### config.mk
export PLATFORM = sky130hd
export DESIGN_NAME = xmpl_flt_mac
export DESIGN_NICKNAME = d
export VERILOG_FILES = /design/src/rtl/xmpl_flt_mac.sv
export SDC_FILE = /design/constraint.sdc
export NUM_CORES = 1
export LEC_CHECK = 0
export CORE_MARGIN = 1
export CORE_UTILIZATION = 50
export CTS_CLUSTER_SIZE = 10
export DETAILED_ROUTE_END_ITERATION = 12
export MAX_ROUTING_LAYER = met4
export PLACE_DENSITY = 0.68
export SYNTH_ARGS = -nofsm -noshare
export SYNTH_HDL_FRONTEND = slang
export SYNTH_SLANG_ARGS = --single-unit
### constraint.sdc
create_clock -name clk_i -period 4.5 [get_ports clk_i]
set_input_delay 0.675 -clock clk_i [delete_from_list [all_inputs] [get_ports clk_i]]
set_output_delay 0.675 -clock clk_i [all_outputs]
set_load 0.05 [all_outputs]
### src/rtl/xmpl_flt_mac.sv
// Multi-channel signed multiply-accumulate filter: product register, per-channel
// accumulation of ACC_LEN products, optional saturation and a 2-entry result buffer.
module xmpl_flt_mac #(
    parameter int A_W     = 7,
    parameter int B_W     = 8,
    parameter int ACC_LEN = 256,
    parameter int NUM_CH  = 2,
    parameter int OUT_W   = A_W + B_W + $clog2(ACC_LEN),
    localparam int CH_W   = (NUM_CH > 1) ? $clog2(NUM_CH) : 1
) (
    input  logic                    clk_i,
    input  logic                    reset_n_i,
    input  logic                    en_flt_i,
    input  logic                    clr_i,
    input  logic                    in_valid_i,
    output logic                    in_ready_o,
    input  logic [CH_W-1:0]         in_ch_i,
    input  logic signed [A_W-1:0]   flt_a_i,
    input  logic signed [B_W-1:0]   flt_b_i,
    output logic                    out_valid_o,
    input  logic                    out_ready_i,
    output logic [CH_W-1:0]         out_ch_o,
    output logic signed [OUT_W-1:0] flt_c_o,
    output logic                    flt_status_o
);

    localparam int P_W   = A_W + B_W;
    localparam int CNT_W = $clog2(ACC_LEN);
    localparam int ACC_W = P_W + CNT_W;
    localparam logic [CH_W:0]      NUM_CH_L = (CH_W + 1)'(NUM_CH);
    localparam logic [CNT_W-1:0]   CNT_LAST = CNT_W'(ACC_LEN - 1);

    logic                    run_q, run_d;
    logic signed [P_W-1:0]   prod_q, prod_d;
    logic [CH_W-1:0]         s1_ch_q, s1_ch_d;
    logic                    s1_valid_q, s1_valid_d;
    logic signed [ACC_W-1:0] acc_q [NUM_CH];
    logic signed [ACC_W-1:0] acc_d [NUM_CH];
    logic [CNT_W-1:0]        cnt_q [NUM_CH];
    logic [CNT_W-1:0]        cnt_d [NUM_CH];
    logic signed [OUT_W-1:0] buf_data_q [2];
    logic signed [OUT_W-1:0] buf_data_d [2];
    logic [CH_W-1:0]         buf_ch_q [2];
    logic [CH_W-1:0]         buf_ch_d [2];
    logic                    rd_ptr_q, rd_ptr_d;
    logic [1:0]              buf_cnt_q, buf_cnt_d;
    logic                    status_q, status_d;

    logic                    accept;
    logic                    ch_ok;
    logic                    pop;
    logic                    push;
    logic                    wr_ptr;
    logic signed [P_W-1:0]   a_ext;
    logic signed [P_W-1:0]   b_ext;
    logic signed [ACC_W-1:0] prod_ext;
    logic signed [ACC_W-1:0] sum;
    logic signed [OUT_W-1:0] sat_val;
    logic                    sat_hit;

    // run_q keeps in_ready_o low while reset is asserted and for the first edge after it.
    assign in_ready_o   = run_q && en_flt_i && !clr_i && ((buf_cnt_q + 2'(s1_valid_q)) < 2'd2);
    assign accept       = in_valid_i && in_ready_o;
    assign ch_ok        = ({1'b0, in_ch_i} < NUM_CH_L);
    assign pop          = (buf_cnt_q != 2'd0) && out_ready_i;
    assign wr_ptr       = rd_ptr_q ^ buf_cnt_q[0];
    assign a_ext        = P_W'(flt_a_i);
    assign b_ext        = P_W'(flt_b_i);
    assign prod_ext     = {{(ACC_W - P_W){prod_q[P_W-1]}}, prod_q};
    assign sum          = acc_q[s1_ch_q] + prod_ext;

    assign out_valid_o  = (buf_cnt_q != 2'd0);
    assign out_ch_o     = buf_ch_q[rd_ptr_q];
    assign flt_c_o      = buf_data_q[rd_ptr_q];
    assign flt_status_o = status_q;

    generate
        if (OUT_W < ACC_W) begin : g_sat
            always_comb begin
                sat_hit = (sum[ACC_W-1:OUT_W-1] != {(ACC_W - OUT_W + 1){sum[ACC_W-1]}});
                if (!sat_hit) begin
                    sat_val = sum[OUT_W-1:0];
                end else if (sum[ACC_W-1]) begin
                    sat_val = {1'b1, {(OUT_W - 1){1'b0}}};
                end else begin
                    sat_val = {1'b0, {(OUT_W - 1){1'b1}}};
                end
            end
        end else begin : g_ext
            assign sat_hit = 1'b0;
            assign sat_val = OUT_W'(sum);
        end
    endgenerate

    always_comb begin
        run_d      = 1'b1;
        prod_d     = prod_q;
        s1_ch_d    = s1_ch_q;
        s1_valid_d = accept && ch_ok;
        acc_d      = acc_q;
        cnt_d      = cnt_q;
        buf_data_d = buf_data_q;
        buf_ch_d   = buf_ch_q;
        rd_ptr_d   = rd_ptr_q;
        status_d   = status_q;
        push       = 1'b0;

        if (accept) begin
            prod_d  = a_ext * b_ext;
            s1_ch_d = in_ch_i;
        end

        // The sum comes straight from acc_q, so back-to-back beats on one channel chain correctly.
        if (s1_valid_q) begin
            if (cnt_q[s1_ch_q] == CNT_LAST) begin
                acc_d[s1_ch_q] = '0;
                cnt_d[s1_ch_q] = '0;
                push           = 1'b1;
            end else begin
                acc_d[s1_ch_q] = sum;
                cnt_d[s1_ch_q] = cnt_q[s1_ch_q] + 1'b1;
            end
        end

        // in_ready_o throttling guarantees the buffer is never full when push is set.
        if (push) begin
            buf_data_d[wr_ptr] = sat_val;
            buf_ch_d[wr_ptr]   = s1_ch_q;
            status_d           = status_q | sat_hit;
        end
        if (pop) begin
            rd_ptr_d = ~rd_ptr_q;
        end
        buf_cnt_d = buf_cnt_q + 2'(push) - 2'(pop);

        if (clr_i) begin
            prod_d     = '0;
            s1_ch_d    = '0;
            s1_valid_d = 1'b0;
            for (int i = 0; i < NUM_CH; i++) begin
                acc_d[i] = '0;
                cnt_d[i] = '0;
            end
            for (int i = 0; i < 2; i++) begin
                buf_data_d[i] = '0;
                buf_ch_d[i]   = '0;
            end
            rd_ptr_d  = 1'b0;
            buf_cnt_d = 2'd0;
            status_d  = 1'b0;
        end
    end

    always_ff @(posedge clk_i or negedge reset_n_i) begin
        if (!reset_n_i) begin
            run_q      <= 1'b0;
            prod_q     <= '0;
            s1_ch_q    <= '0;
            s1_valid_q <= 1'b0;
            for (int i = 0; i < NUM_CH; i++) begin
                acc_q[i] <= '0;
                cnt_q[i] <= '0;
            end
            for (int i = 0; i < 2; i++) begin
                buf_data_q[i] <= '0;
                buf_ch_q[i]   <= '0;
            end
            rd_ptr_q  <= 1'b0;
            buf_cnt_q <= 2'd0;
            status_q  <= 1'b0;
        end else begin
            run_q      <= run_d;
            prod_q     <= prod_d;
            s1_ch_q    <= s1_ch_d;
            s1_valid_q <= s1_valid_d;
            acc_q      <= acc_d;
            cnt_q      <= cnt_d;
            buf_data_q <= buf_data_d;
            buf_ch_q   <= buf_ch_d;
            rd_ptr_q   <= rd_ptr_d;
            buf_cnt_q  <= buf_cnt_d;
            status_q   <= status_d;
        end
    end

endmodule

==> results.md, run 1 <==
- Vias in the first global route: 7,260
- CP endpoint kind: register
- Routed vias/inst: 5.553
- GRT Total Usage: 23.89%
- Hold_ws: between 0.3 and 0.4 ns
- Worst Setup Start Kind: input pin
- Final core utilization: 61.05%
- CP bufs+invs: 6
- Post-synth EDFFs: 0
- Placed cells: 1,273
- Fillers: 1,543
- First-pass DRT Iterations: 9
- P&R area growth vs syn: 18.05%
- CTS tree: yes
- Outcome: complete, but fails checks
- Register area: between 3000 and 4000 um2
- Cell with the largest stage delay on the worst path: fa_1
- Die area: approximately 19,000 um2
- Hold Path Class: input pin to asynchronous set/reset pin
- Core area: 18,150 um2
- Crit path cell chain: buf_8 > and2_4 > fa_1 > inv_1 > fa_1 > inv_2 > fa_1 > inv_1 > fa_1 > inv_2 > ha_4 > and2_4 > a22o_4 > o311a_4 > a2111oi_4 > buf_4 > xor2_1 > o21ai_1
- Die height: between 100 and 150 um
- Grt total ovfl: 0
- Top_reg_cell synth: dfrtp_1
- Clock root buffer: clkbuf_16
- Async S/R FF share, synth: 100.0%
- Placement Cell Area: 10,430 um2
- Critical path peak fanout: 3
- # port buffers: 47
- Final #Nets: 1,189
- Final hold viol count: 0
- Routed WL per cell: 16.09 um
- Tcrit/Tclk final: between 90% and 100%
- Reg clk slew, reported paths: 0.06 ns
- Most common cell after layout, fill and taps aside: dfrtp_1
- Mapped Area: 9384 um2
- H-tree levels: 4
- Largest net degree at the start of global routing: 67
- Max Clock Skew: around 0.0082 ns
- Vias: 7,269
- Failing checks: design-rule violations
- Most used cell, CP: fa_1
- Setup CP Type: input pin to register
- Critical Path RT: 4.80 ns
- Drt drc: 6
- Final Critical Period: roughly 4.4 ns
- Peak VDD IR: 0.0002867 V
- RR Startpoint: s1_ch_q
- DRT iter0 DRCs: roughly 430
- RSZ-0062 raised after global routing: false
- Finished Cell Area: roughly 11,000 um2
- Initial antenna violation count: 0
- Crit. Startpoint: flt_a_i[1]
- Avg Cell Area, Syn: 9.546 um2
- Max_cap viols: 0
- Routability cong.: 0.8342
- Most frequent cells in the layout: dfrtp_1, nand2_1, inv_1
- HPWL after DPL: 15,560 um
- Critical path's top delay family: adder cells
- Final wirelength: 21,060 um
- Yosys cell types: 76
- Ant diodes: 0
- First-pass GRT wire length: 36,110 um
- Post-synthesis sequential area ratio: 34.93%
- Final setup viols: 0
- Slew headroom: 31.67%
- TritonCTS buffer count: 17
- Synth Warn #: 0
- Number of synthesized register bits: 131
- Final Non-Filler Cells: roughly 1,300
- Skew-Pair Late Insertion Delay: roughly 0.42 ns
- FF-to-FF path depth: 10
- Pwr/cell area: around 400 nW/um2
- Antenna Nets Post-Route: 0
- Slew Viols, Final: 0
- Deepest clock path buffer count: 2
- Worst-Margin Slew: approximately 1.0 ns
- Mapped Cells: 983
- Rows: 49
- Die W: around 140 um
- Max incr delay on CP: 0.53 ns
- Critical Path Stages: 18
- Clock Sinks: 131
- Initial Utilization: 51.71%
- Synthesized net count: 1,105
- FMAX: 227.7 MHz
- Total chip power: 4.391 mW
- # hold bufs at CTS: 0
- I/O Pins: 49
- Arr. time, crit path: 4.69 ns
- Area occupied by multi-input gates: about 5700 um2
- Leakage: 5.378 nW
- Share of layout cells above drive strength 1: 19.07%
-- worst register-to-register path, stage by stage (launching register included) --
cell     delay, ns
dfrtp_1       0.79
buf_4         0.39
mux2_2        0.39
ha_1          0.37
and4_1        0.27
and3_1        0.18
a221o_1       0.35
a21bo_1       0.24
a41o_1        0.26
xor2_1        0.32
a22o_1        0.21
-- metrics by stage --
stage / setup WS, ns / setup TNS, ns
floorplan: -0.02110 / -0.02110
global placement: -0.7118 / -4.154
detailed placement: -0.7762 / -4.782
CTS: -0.03708 / -0.05252
global route: 0.007894 / 0
finish: 0.1076 / 0
-- flip-flops by register name (all words and copies together), names as in the netlist --
| name | count |
|---|---|
| acc_q | 46 |
| buf_data_q | 46 |
| cnt_q | 16 |
| prod_q | 15 |
| buf_ch_q | 2 |
| buf_cnt_q | 2 |
| rd_ptr_q | 1 |
| run_q | 1 |
| s1_ch_q | 1 |
| s1_valid_q | 1 |
-- cell usage after synthesis, types with 8 or more instances --
cell / number / share of area, %
xor2_1: 20 / 1.9
nand2_1: 115 / 4.6
nor2_1: 57 / 2.3
o21a_1: 8 / 0.64
nand3_1: 29 / 1.5
clkbuf_1: 20 / 0.80
o21ai_0: 65 / 3.5
nor3_1: 11 / 0.59
a21oi_1: 33 / 1.8
nor2b_1: 8 / 0.53
o31ai_2: 8 / 1.1
mux2_2: 48 / 5.8
buf_2: 10 / 0.53
a21o_1: 10 / 0.80
fa_1: 45 / 9.6
xnor2_1: 19 / 1.8
o31ai_1: 15 / 1.2
a22o_1: 20 / 1.9
dfrtp_1: 131 / 35
ha_1: 55 / 7.3
and2_1: 41 / 2.7
inv_1: 90 / 3.6
-- metal layers --
metal	up-vias	track usage [%]	part of all wire, %
li1	3561	-	-
met1	3540	31.70	47
met2	139	38.38	48
met3	29	2.935	3.0
met4	0	7.251	1.6
met5	-	-	0
-- cell families (layout without fill, tap and decap cells) --
logic type | after synthesis | in the layout | synth area share, %
adders and majority gates | 100 | 100 | 16.93
muxes | 54 | 54 | 6.400
xor gates and xnor gates | 39 | 39 | 3.640
and+or+nand+nor | 304 | 304 | 15.55
DFF | 131 | 131 | 34.93
buffers and inverters | 133 | 230 | 5.733
other | 2 | 2 | 0.08003
AOI/OAI and AO/OA | 220 | 220 | 16.73
-- layout make-up --
class,instances,area share [%]
multi-input combinational,719,51.34
sequential,131,29.59
timing repair buffer,106,8.053
clock inverter,15,1.423
tap,229,2.586
inverter,92,3.162
clock buffer,17,3.840
-- where the power goes --
| part | leakage, nW | switching, mW | total (mW) | internal [mW] |
|---|---|---|---|---|
| registers | 1.82 | 0.0550 | 1.28 | 1.23 |
| clock network | 0.276 | 0.545 | 1.36 | 0.819 |
| logic | 3.28 | 0.936 | 1.75 | 0.810 |
| total | 5.38 | 1.54 | 4.39 | 2.86 |
-- final timing paths --
kind	slack, ns	end
setup / recovery	0.11	prod_q[12]
hold / removal	0.37	cnt_q[4]
setup reg to reg	0.65	buf_data_q[17]
hold reg to reg	0.47	buf_data_q[28]
max in group asynchronous	3.27	prod_q[13]
min in group clk_i	0.47	buf_data_q[28]
-- timing repair --
action	4_1_cts	5_1_grt
setup endpoints to repair	7	4
pin swaps	19	19
buffers inserted	4	0
gates resized for setup	65	18
No activity file was read; power rests on OpenSTA's default activity.
==> inputs of run 2 (changes only) <==
- CTS_CLUSTER_DIAMETER: default -> 60
==> results of run 2 <==
Final layout, timing and power as in run 1 (identical DEF).
==> inputs of run 3 (changes only) <==
- CORE_ASPECT_RATIO: default -> 0.6
==> results.md, run 3 (synthesis gave the netlist of run 1 again) <==
- Final Critical Period: approximately 4.4 ns
- Routed WL per cell: 17.07 um
- Clk pwr share: 29.5%
- Clock root buffer: clkbuf_16
- Comb pwr share: between 40% and 50%
- Skew-Pair Late Insertion Delay: 0.43 ns
- Ant diodes: 0
- Max_cap viols: 0
- Most common cell after layout, fill and taps aside: dfrtp_1
- H-tree levels: 4
- Critical path peak fanout: 4
- Final wirelength: 22,530 um
- CP endpoint kind: register
- Busiest layer in global routing: met1
- Most frequent cells in the layout: dfrtp_1, nand2_1, inv_1
- CTS tree: yes
- HPWL after DPL: 16,580 um
- Share of layout cells above drive strength 1: 19.44%
- Register share of total power: 28.5%
- Final setup viols: 0
- FMAX: 229.6 MHz
- GRT Total Usage: 25.84%
- First-pass GRT wire length: about 38,000 um
- Largest registers: acc_q: 46 flops, buf_data_q: 46 flops, cnt_q: 16 flops
- Leakage: 5.360 nW
- Clock Sinks: 131
- Critical Path RT: 4.87 ns
- I/O Pins: between 40 and 50
- Routed vias/inst: 5.627
- Setup CP Type: input pin to register
- Arr. time, crit path: 4.72 ns
- First-pass DRT Iterations: 5
- Reg clk slew, reported paths: around 0.06 ns
- Antenna Nets Post-Route: 0
- Final Non-Filler Cells: roughly 1,300
- TNS Setup: 0 ns
- Largest net degree at the start of global routing: 69
- Hold Path Class: input pin to asynchronous set/reset pin
- Grt total ovfl: 0
- Outcome: finished clean
- Grt met1 use: 40.00%
- Rows: 38
- Deepest clock path buffer count: 2
- Slew Viols, Final: 0
- Max Clock Skew: about 0.012 ns
- Initial antenna violation count: 0
- Placed cells: between 1,000 and 1,500
- Die W: ~180 um
- Worst-Margin Slew: 1.047 ns
- Switching Fraction: 35.87%
- # port buffers: 47
- Drt drc: 0
- Tcrit/Tclk final: 96.77%
- Routability cong.: 0.8913
- Pwr/cell area: 400.4 nW/um2
- Cell Int Power: 2.857 mW
- Die area: 19,340 um2
- Initial Utilization: 51.53%
- M2 GR Usage: 34.11%
- TritonCTS buffer count: 17
- Peak VDD IR: 0.0002849 V
- Die height: 108.1 um
- Final hold viol count: 0
- Vias: 7,427
- DRT iter0 DRCs: between 500 and 600
- Net Switching: between 1.5 and 2 mW
- Total chip power: 4.455 mW
- Grt met3 use: 5.661%
- Core area: roughly 18,000 um2
- Vias in the first global route: 7,257
- FF-to-FF path depth: 10
- P&R area growth vs syn: 18.56%
- Final #Nets: 1,189
- Worst Setup Start Kind: input pin
- Slew headroom: 30.09%
==> run 3: timing repair <==
action	in CTS	in global routing
pin swaps	21	15
hold buffers	0	0
endpoints found under the hold margin	0	0
gates resized for setup	77	15
setup buffers	1	1
endpoints found under the setup margin	7	4
==> run 3: final cells by class <==
cell class                 count  area, um2
clock buffer                  19      442.9
clock inverter                13      111.4
fill                        1529       7084
inverter                      92      350.3
multi-input combinational    719       5747
sequential                   131       3278
tap                          240      300.3
timing repair buffer         106      895.9
==> run 3: stage by stage <==
| step | utilization (%) | hold WS [ns] | setup slack [ns] | instance area, um2 |
|---|---|---|---|---|
| floorplan | - | 0.3794 | -0.02110 | 9438 |
| global placement | 57.37 | 0.4572 | -0.7601 | 10450 |
| detailed placement | 57.37 | 0.4660 | -0.8680 | 10450 |
| CTS | 60.97 | 0.2694 | 0.001348 | 11100 |
| global route | 61.10 | 0.3014 | -0.00007194 | 11130 |
| finish | 61.10 | 0.2345 | 0.1452 | 11130 |
==> run 3: layer usage <==
metal / part of all wire, % / vias to the layer above
met5: 0 / -
met4: 0.60 / 0
met3: 5.3 / 16
met2: 41 / 176
met1: 53 / 3678
li1: - / 3557
==> run 3: power groups by stage <==
stage / clock network (mW) / registers [mW] / logic [mW]
after global routing: 1.38 / 1.28 / 2.10
after floorplan: 0 / 1.28 / 1.20
after CTS: 1.33 / 1.27 / 1.84
final: 1.32 / 1.27 / 1.87
after detailed placement: 0 / 1.29 / 1.73
after global placement: 0 / 1.29 / 1.70
==> run 3: worst max-delay path: stages <==
cell and delay [ns]:
buf_2 0.14, buf_4 0.15, and2_1 0.14, fa_1 0.53, fa_1 0.43, fa_1 0.50
inv_1 0.06, fa_1 0.54, inv_1 0.05, ha_1 0.32, a21boi_2 0.17, o211a_1 0.25
o21ba_2 0.20, or4_1 0.50, nand3_1 0.09
==> run 3: path summary, 6_finish.rpt <==
path / endpoint / slack [ns] / start
worst max-delay path: prod_q[13] / 0.15 / flt_a_i[4]
worst min-delay path: buf_data_q[21] / 0.23 / reset_n_i
worst max register to register: acc_q[20] / 0.67 / s1_ch_q
worst min register to register: acc_q[28] / 0.48 / acc_q[28]
max in group asynchronous: buf_data_q[30] / 3.29 / reset_n_i
min in group clk_i: acc_q[28] / 0.48 / acc_q[28]
